### config.mk
export PLATFORM = sky130hd
export DESIGN_NAME = debounce_multi
export DESIGN_NICKNAME = d
export VERILOG_FILES = /design/src/rtl/debounce_multi.sv
export SDC_FILE = /design/constraint.sdc
export NUM_CORES = 1
export LEC_CHECK = 0
export CAP_MARGIN = 5
export CORE_MARGIN = 2
export CORE_UTILIZATION = 50
export DETAILED_ROUTE_END_ITERATION = 6
export PLACE_DENSITY = 0.77
export SYNTH_ARGS = -nofsm -noshare
export SYNTH_HDL_FRONTEND = slang
export SYNTH_SLANG_ARGS = --single-unit
### constraint.sdc
create_clock -name fpga_clk -period 2.25 [get_ports fpga_clk]
set_clock_uncertainty 0.2 [all_clocks]
set_input_delay 0.45 -clock fpga_clk [delete_from_list [all_inputs] [get_ports fpga_clk]]
set_output_delay 0.45 -clock fpga_clk [all_outputs]
set_load 0.01 [all_outputs]
### src/rtl/debounce_multi.sv
// debounce_multi: N independent switch debouncers.
// Each channel has a 2-flop synchronizer, then a per-channel stability counter.
// A channel's debounced level (led) changes only after the synchronized input
// has held the new level for STABLE_CYCLES consecutive clocks.
// reset_n is synchronous and active-high (asserted = 1).
// Optional macro DEBOUNCE_EDGE_EN: when defined, registered one-cycle rise/fall
// pulses are produced on accepted edges; otherwise rise/fall are tied to 0.
module debounce_multi #(
  parameter int unsigned N             = 8,
  parameter int unsigned STABLE_CYCLES = 1000000,
  parameter int unsigned CNT_W         = 20
) (
  input  logic         fpga_clk,
  input  logic         reset_n,
  input  logic [N-1:0] sw,
  output logic [N-1:0] led,
  output logic [N-1:0] rise,
  output logic [N-1:0] fall
);

  localparam logic [CNT_W-1:0] CNT_MAX = CNT_W'(STABLE_CYCLES - 1);

  logic [N-1:0]     s1_q, s1_d;
  logic [N-1:0]     s2_q, s2_d;
  logic [N-1:0]     stable_q, stable_d;
  logic [CNT_W-1:0] cnt_q [N];
  logic [CNT_W-1:0] cnt_d [N];

  // Synchronizer shift and per-channel qualification counters.
  always_comb begin
    s1_d     = sw;
    s2_d     = s1_q;
    stable_d = stable_q;
    for (int i = 0; i < int'(N); i++) begin
      cnt_d[i] = cnt_q[i];
      if (s2_q[i] == stable_q[i]) begin
        cnt_d[i] = '0;
      end else if (cnt_q[i] >= CNT_MAX) begin
        stable_d[i] = s2_q[i];
        cnt_d[i]    = '0;
      end else begin
        cnt_d[i] = cnt_q[i] + CNT_W'(1);
      end
    end
  end

  // State registers with synchronous active-high reset.
  always_ff @(posedge fpga_clk) begin
    if (reset_n) begin
      s1_q     <= '0;
      s2_q     <= '0;
      stable_q <= '0;
      for (int i = 0; i < int'(N); i++) begin
        cnt_q[i] <= '0;
      end
    end else begin
      s1_q     <= s1_d;
      s2_q     <= s2_d;
      stable_q <= stable_d;
      for (int i = 0; i < int'(N); i++) begin
        cnt_q[i] <= cnt_d[i];
      end
    end
  end

  assign led = stable_q;

`ifdef DEBOUNCE_EDGE_EN
  logic [N-1:0] rise_q, rise_d;
  logic [N-1:0] fall_q, fall_d;

  // Edge pulses coincide with the edge on which stable changes.
  always_comb begin
    rise_d = stable_d & ~stable_q;
    fall_d = ~stable_d & stable_q;
  end

  // Edge pulse registers.
  always_ff @(posedge fpga_clk) begin
    if (reset_n) begin
      rise_q <= '0;
      fall_q <= '0;
    end else begin
      rise_q <= rise_d;
      fall_q <= fall_d;
    end
  end

  assign rise = rise_q;
  assign fall = fall_q;
`else
  assign rise = '0;
  assign fall = '0;
`endif

endmodule

==> reports/metrics.cfg, run 1 <==
[placed_design]
place_hpwl_mm=10.31
place_congestion=0.7940
numPortBuffers=17
dp_slack_ns=0.06685

[cts]
cts_buffers=17
cts_sinks=184
clk_latency_ns=0.42
cts_hold_buf=0
cts.clk_slew.worst_paths_ns=0.07
cts.path.max_buffers=2
cts-root-buf=clkbuf_16
cts_tree=yes
cts_max_level=4

[logic_synthesis]
syn_area_per_cell_um2=8.650
synthArstFlopShare=0
yosys.cell_types.count=42
ys_warn_count=0
synth_commonest_cells=dfxtp_1 (184), nor2_1 (138), xnor2_1 (70), nand2_1 (53), nand3_1 (47)
synth_flop_cell=dfxtp_1
synth_edf_count=0
yosysMostFrequentCell=dfxtp_1
yosys.area.top_type=dfxtp_1
synth_top_area_share=0.4502
synth-seq-cells=184
syn_area_um2=8183
ys_seq_area_frac=0.4502
synthCells=946
synthTopCellsByArea=dfxtp_1 (45%), xnor2_1 (7.5%), nor2_1 (6.3%), xor2_1 (4.0%), or3_1 (3.3%)

[pwr]
vdd_drop_max_mv=0.5618
p_leak_uw=0.002901
p_per_area_nw_per_um2=666.5
power.total_uw=6245

[layout]
drive_gt1_frac=0.08416
antenna_cells=0
n_fill_cell=1409
fin_nets=1015
postLayoutCoreUtil=0.5877
syn2layout_area_growth_pct=14.50
regArea_um2=3684
multi_input_area_um2=4205

[hold_path]
hold_depth=1
hp-class=flop to flop

[worst_setup_path]
critPathSlowestCell=or4_4
arrival_ns=2.29
max_stage_delay_ns=0.60
path_class=flop to flop
worst-path-max-fanout=7
crit_chain=ha_1 > nand4_1 > or4_4 > or4_1 > a21oi_1
critPathLaunchType=flop
critical_path_depth=5
path_delay_family=simple AND/OR/NAND/NOR gates
end_kind=flop
rr_worst_depth=5
critical_path_required_ns=2.40
critPathBufInv=0

[outcome]
status=finished clean

[sta]
timing.setup.tns_ns=0
layout_min_cycle_time_ns=2.135
rsz0062_at_grt=false
holdWs_ns=0.2375
drv_slew=0
fin_crit_sh=0.9487
hold_viol=0
setup_viol=0
layout_setup_ws_ns=0.1154
max_freq_mhz=468.5

[global_route]
track_usage=0.1723
grt_start_max_net_pins=21
first_global_vias=6142
antenna_found_initial=0
grt_pass1_wl_mm=25.72
grt.overflow.total=0

[route]
wirelength_mm=14.29
vias_per_cell=5.283
vias=6477
drc=0
firstDrtPassIters=4
antenna_left=0
wire_per_inst_um=11.65
drt_iter0_markers=392

[floorplanning]
pin_count=34
die_area_um2=17410
num_rows=46
die_x_um=131.9
die_h_um=131.9
initial_utilization=0.5133
core_area_um2=15940

[job]
drv_cap=0

## worst reg2reg max path, delay by kind of cell, from the launching register on
family	cells	cell delay (ns)
AOI/OAI and AO/OA	1	0.15
adders and majority gates	1	0.17
DFF	1	0.34
and+or+nand+nor	3	1.21
## registers in the layout, summed over array words and instances (netlist names)
register,cells
cnt_q,160
led,8
s1_q,8
s2_q,8
## placed cells by master, fill, tap and decap left out, drive strengths merged, types with 17 or more instances in the layout
cell type	instances
a21oi	42
buf	45
clkbuf	18
clkdlybuf4s50	17
dfxtp	184
inv	39
nand2	53
nand3	47
nand4	35
nor2	138
nor4	21
o21ai	31
or3	44
or4	25
xnor2	70
xor2	37
## report_power, final
| part | leakage (uW) | internal [uW] | switching (uW) | total, uW |
|---|---|---|---|---|
| logic | 0.00114 | 51.9 | 59.2 | 111 |
| registers | 0.00149 | 3270 | 9.19 | 3280 |
| clock network | 0.000273 | 1560 | 1290 | 2850 |
## through the flow
| step | std cells | area, um2 |
|---|---|---|
| after floorplan | 961 | 8239 |
| after CTS | 1226 | 9365 |
| final | 1226 | 9369 |
| after global routing | 1226 | 9369 |
| after detailed placement | 1194 | 8796 |
| after global placement | 1194 | 8796 |
## layout make-up
cell class	instances	area share
timing repair buffer	62	0.05556
inverter	32	0.01282
clock buffer	18	0.04581
clock inverter	14	0.01496
multi-input combinational	700	0.4489
tap	216	0.02885
sequential	184	0.3932
## per-layer routing
layer  track usage  wire (um)  vias to the layer above
li1              -          -                     3409
met4       0.05133        138                        0
met2        0.2948       6801                       45
met1        0.2158       6998                     3011
met5             0          0                        -
met3       0.04075        350                       12
## worst paths after layout
| path | startpoint | end | slack [ns] |
|---|---|---|---|
| setup / recovery | cnt_q[0][61] | cnt_q[0][78] | 0.12 |
| hold / removal | s1_q[2] | s2_q[2] | 0.24 |
| setup reg to reg | cnt_q[0][61] | cnt_q[0][78] | 0.12 |
| hold reg to reg | s1_q[2] | s2_q[2] | 0.24 |
## cell families after synthesis
group	synth area share
multiplexers	0.009786
other	0.0004583
XOR/XNOR	0.1145
flip-flops	0.4502
AO/OA/AOI/OAI	0.08257
buffers and inverters	0.04327
adder cells (fa/ha/maj)	0.01223
AND/OR/NAND/NOR	0.2870
## timing repair
item	4_1_cts	5_1_grt
resized for setup	0	1
setup endpoints to repair	0	2
buffers inserted	0	0
(Power assumes the default switching activity.)
==> inputs of run 2 (changes only) <==
--- a/config.mk
+++ b/config.mk
@@ -9,7 +9,8 @@
 export CORE_MARGIN = 2
 export CORE_UTILIZATION = 50
 export DETAILED_ROUTE_END_ITERATION = 6
-export PLACE_DENSITY = 0.77
+export HOLD_SLACK_MARGIN = 0.05
+export PLACE_DENSITY = 0.68
 export SYNTH_ARGS = -nofsm -noshare
 export SYNTH_HDL_FRONTEND = slang
 export SYNTH_SLANG_ARGS = --single-unit
==> constraint.sdc (replaced) <==
create_clock -name fpga_clk -period 2 [get_ports fpga_clk]
set_clock_uncertainty 0.2 [all_clocks]
set_input_delay 0.4 -clock fpga_clk [delete_from_list [all_inputs] [get_ports fpga_clk]]
set_output_delay 0.4 -clock fpga_clk [all_outputs]
set_load 0.01 [all_outputs]
==> reports/metrics.cfg, run 2 (synthesis gave the netlist of run 1 again) <==
[layout]
drive_gt1_frac=0.1732
fin_nets=1081
regMostFlops=cnt_q
largest_register_ffs=160
n_fill_cell=1378
multi_input_area_um2=4364
final_common_cell=dfxtp_1
postLayoutCoreUtil=0.6294
syn2layout_area_growth_pct=22.63
regArea_um2=3690
antenna_cells=0
mostFrequentLayoutCells=dfxtp_1 (179), nor2_1 (130), buf_4 (108)

[sta]
drv_slew=0
rsz0062_at_grt=true
setup_viol=4
max_freq_mhz=491.3
layout_min_cycle_time_ns=2.036
fin_crit_sh=1.018
hold_viol=0
layout_setup_ws_ns=-0.03551

[cts]
cts_max_level=4
cts.path.max_buffers=2
cts_hold_buf=0
cts-root-buf=clkbuf_16
cts_buffers=17
cts.clk_slew.worst_paths_ns=0.06
cts_tree=yes
clk_latency_ns=0.42
cts_sinks=184

[global_route]
grt.met3_usage=0.04844
grt_pass1_wl_mm=27.37
grt_util_met1=0.2335
grt_use_met2=0.3058
grt_start_max_net_pins=21
grt.busiest_layer=met2
grt.overflow.total=0
antenna_found_initial=0
track_usage=0.1838
first_global_vias=6297

[floorplanning]
die_h_um=131.9
core_area_um2=15940
pin_count=34
num_rows=46
initial_utilization=0.5133
die_x_um=131.9
die_area_um2=17410

[worst_setup_path]
worst-path-max-fanout=5
critPathLaunchType=flop
path_class=flop to flop
end_kind=flop
arrival_ns=2.19
critical_path_required_ns=2.15

[placed_design]
place_congestion=0.8358
place_hpwl_mm=11.00
numPortBuffers=17
dp_slack_ns=-0.03065

[outcome]
failed_checks=setup timing
status=finished, violations left

[route]
antenna_left=0
drt_iter0_markers=262
firstDrtPassIters=4
wire_per_inst_um=12.04
wirelength_mm=15.54
vias_per_cell=5.223
drc=0
vias=6738

[job]
drv_cap=0

[hold_path]
hp-class=flop to flop

[pwr]
vdd_drop_max_mv=0.6489
p_per_area_nw_per_um2=708.1
power.total_uw=7105
p_leak_uw=0.003366

-- run 2: cell types whose count changed in the layout (fill, tap and decap cells not counted), sizes merged, moves of 3 or more --
cell / change
buf: +67
clkbuf: +4
clkdlybuf4s50: -8
clkinvlp: -3
dlymetal6s2s: +5
inv: -6
-- run 2: timing repair --
| item | in CTS | in global routing |
|---|---|---|
| cloned | 0 | 1 |
| endpoints found under the setup margin | 14 | 75 |
| endpoints found under the hold margin | 0 | 0 |
| resized for setup | 4 | 41 |
| pin swaps | 1 | 8 |
| buffers inserted | 0 | 6 |
-- run 2: power breakdown --
part,internal (uW),leakage (uW),switching (uW)
Sequential,3680,0.00149,8.91
Combinational,56.9,0.00159,70.2
Clock,1980,0.000284,1300
-- run 2: final timing paths --
check / cells after the start / slack (ns) / end / from
worst max-delay path: 7 / -0.04 / cnt_q[1][17] / cnt_q[1][13]
worst min-delay path: 1 / 0.24 / s2_q[5] / s1_q[5]
worst max register to register: 7 / -0.04 / cnt_q[1][17] / cnt_q[1][13]
worst min register to register: 1 / 0.24 / s2_q[5] / s1_q[5]
-- run 2: layer usage --
layer | vias up | share of wire
met3 | 6 | 0.030
li1 | 3513 | -
met4 | 0 | 0.0059
met2 | 79 | 0.47
met1 | 3140 | 0.49
met5 | - | 0
-- run 2: final cells by class --
type                       count  area share
multi-input combinational    700      0.4349
sequential                   184      0.3677
timing repair buffer         128      0.1010
clock buffer                  22     0.04526
tap                          216     0.02693
clock inverter                 8     0.01222
inverter                      32     0.01197
-- run 2: stage by stage --
step / hold WS, ns / std cells / setup TNS [ns] / area, um2
6_report: 0.2392 / 1290 / -0.07274 / 10030
5_1_grt: 0.2656 / 1290 / -0.7152 / 10030
4_1_cts: 0.2420 / 1283 / 0 / 9833
3_5_place_dp: 0.2276 / 1253 / -0.08985 / 9249
3_3_place_gp: 0.2155 / 1253 / 0 / 9249
2_1_floorplan: 0.2138 / 961 / 0 / 8273
-- run 2: worst max-delay path: stages, from the launching register on --
cell	delay (ns)
dfxtp_2	0.32
or4_4	0.54
a311oi_2	0.28
o211ai_1	0.13
buf_4	0.17
buf_6	0.12
buf_6	0.11
a21oi_2	0.09
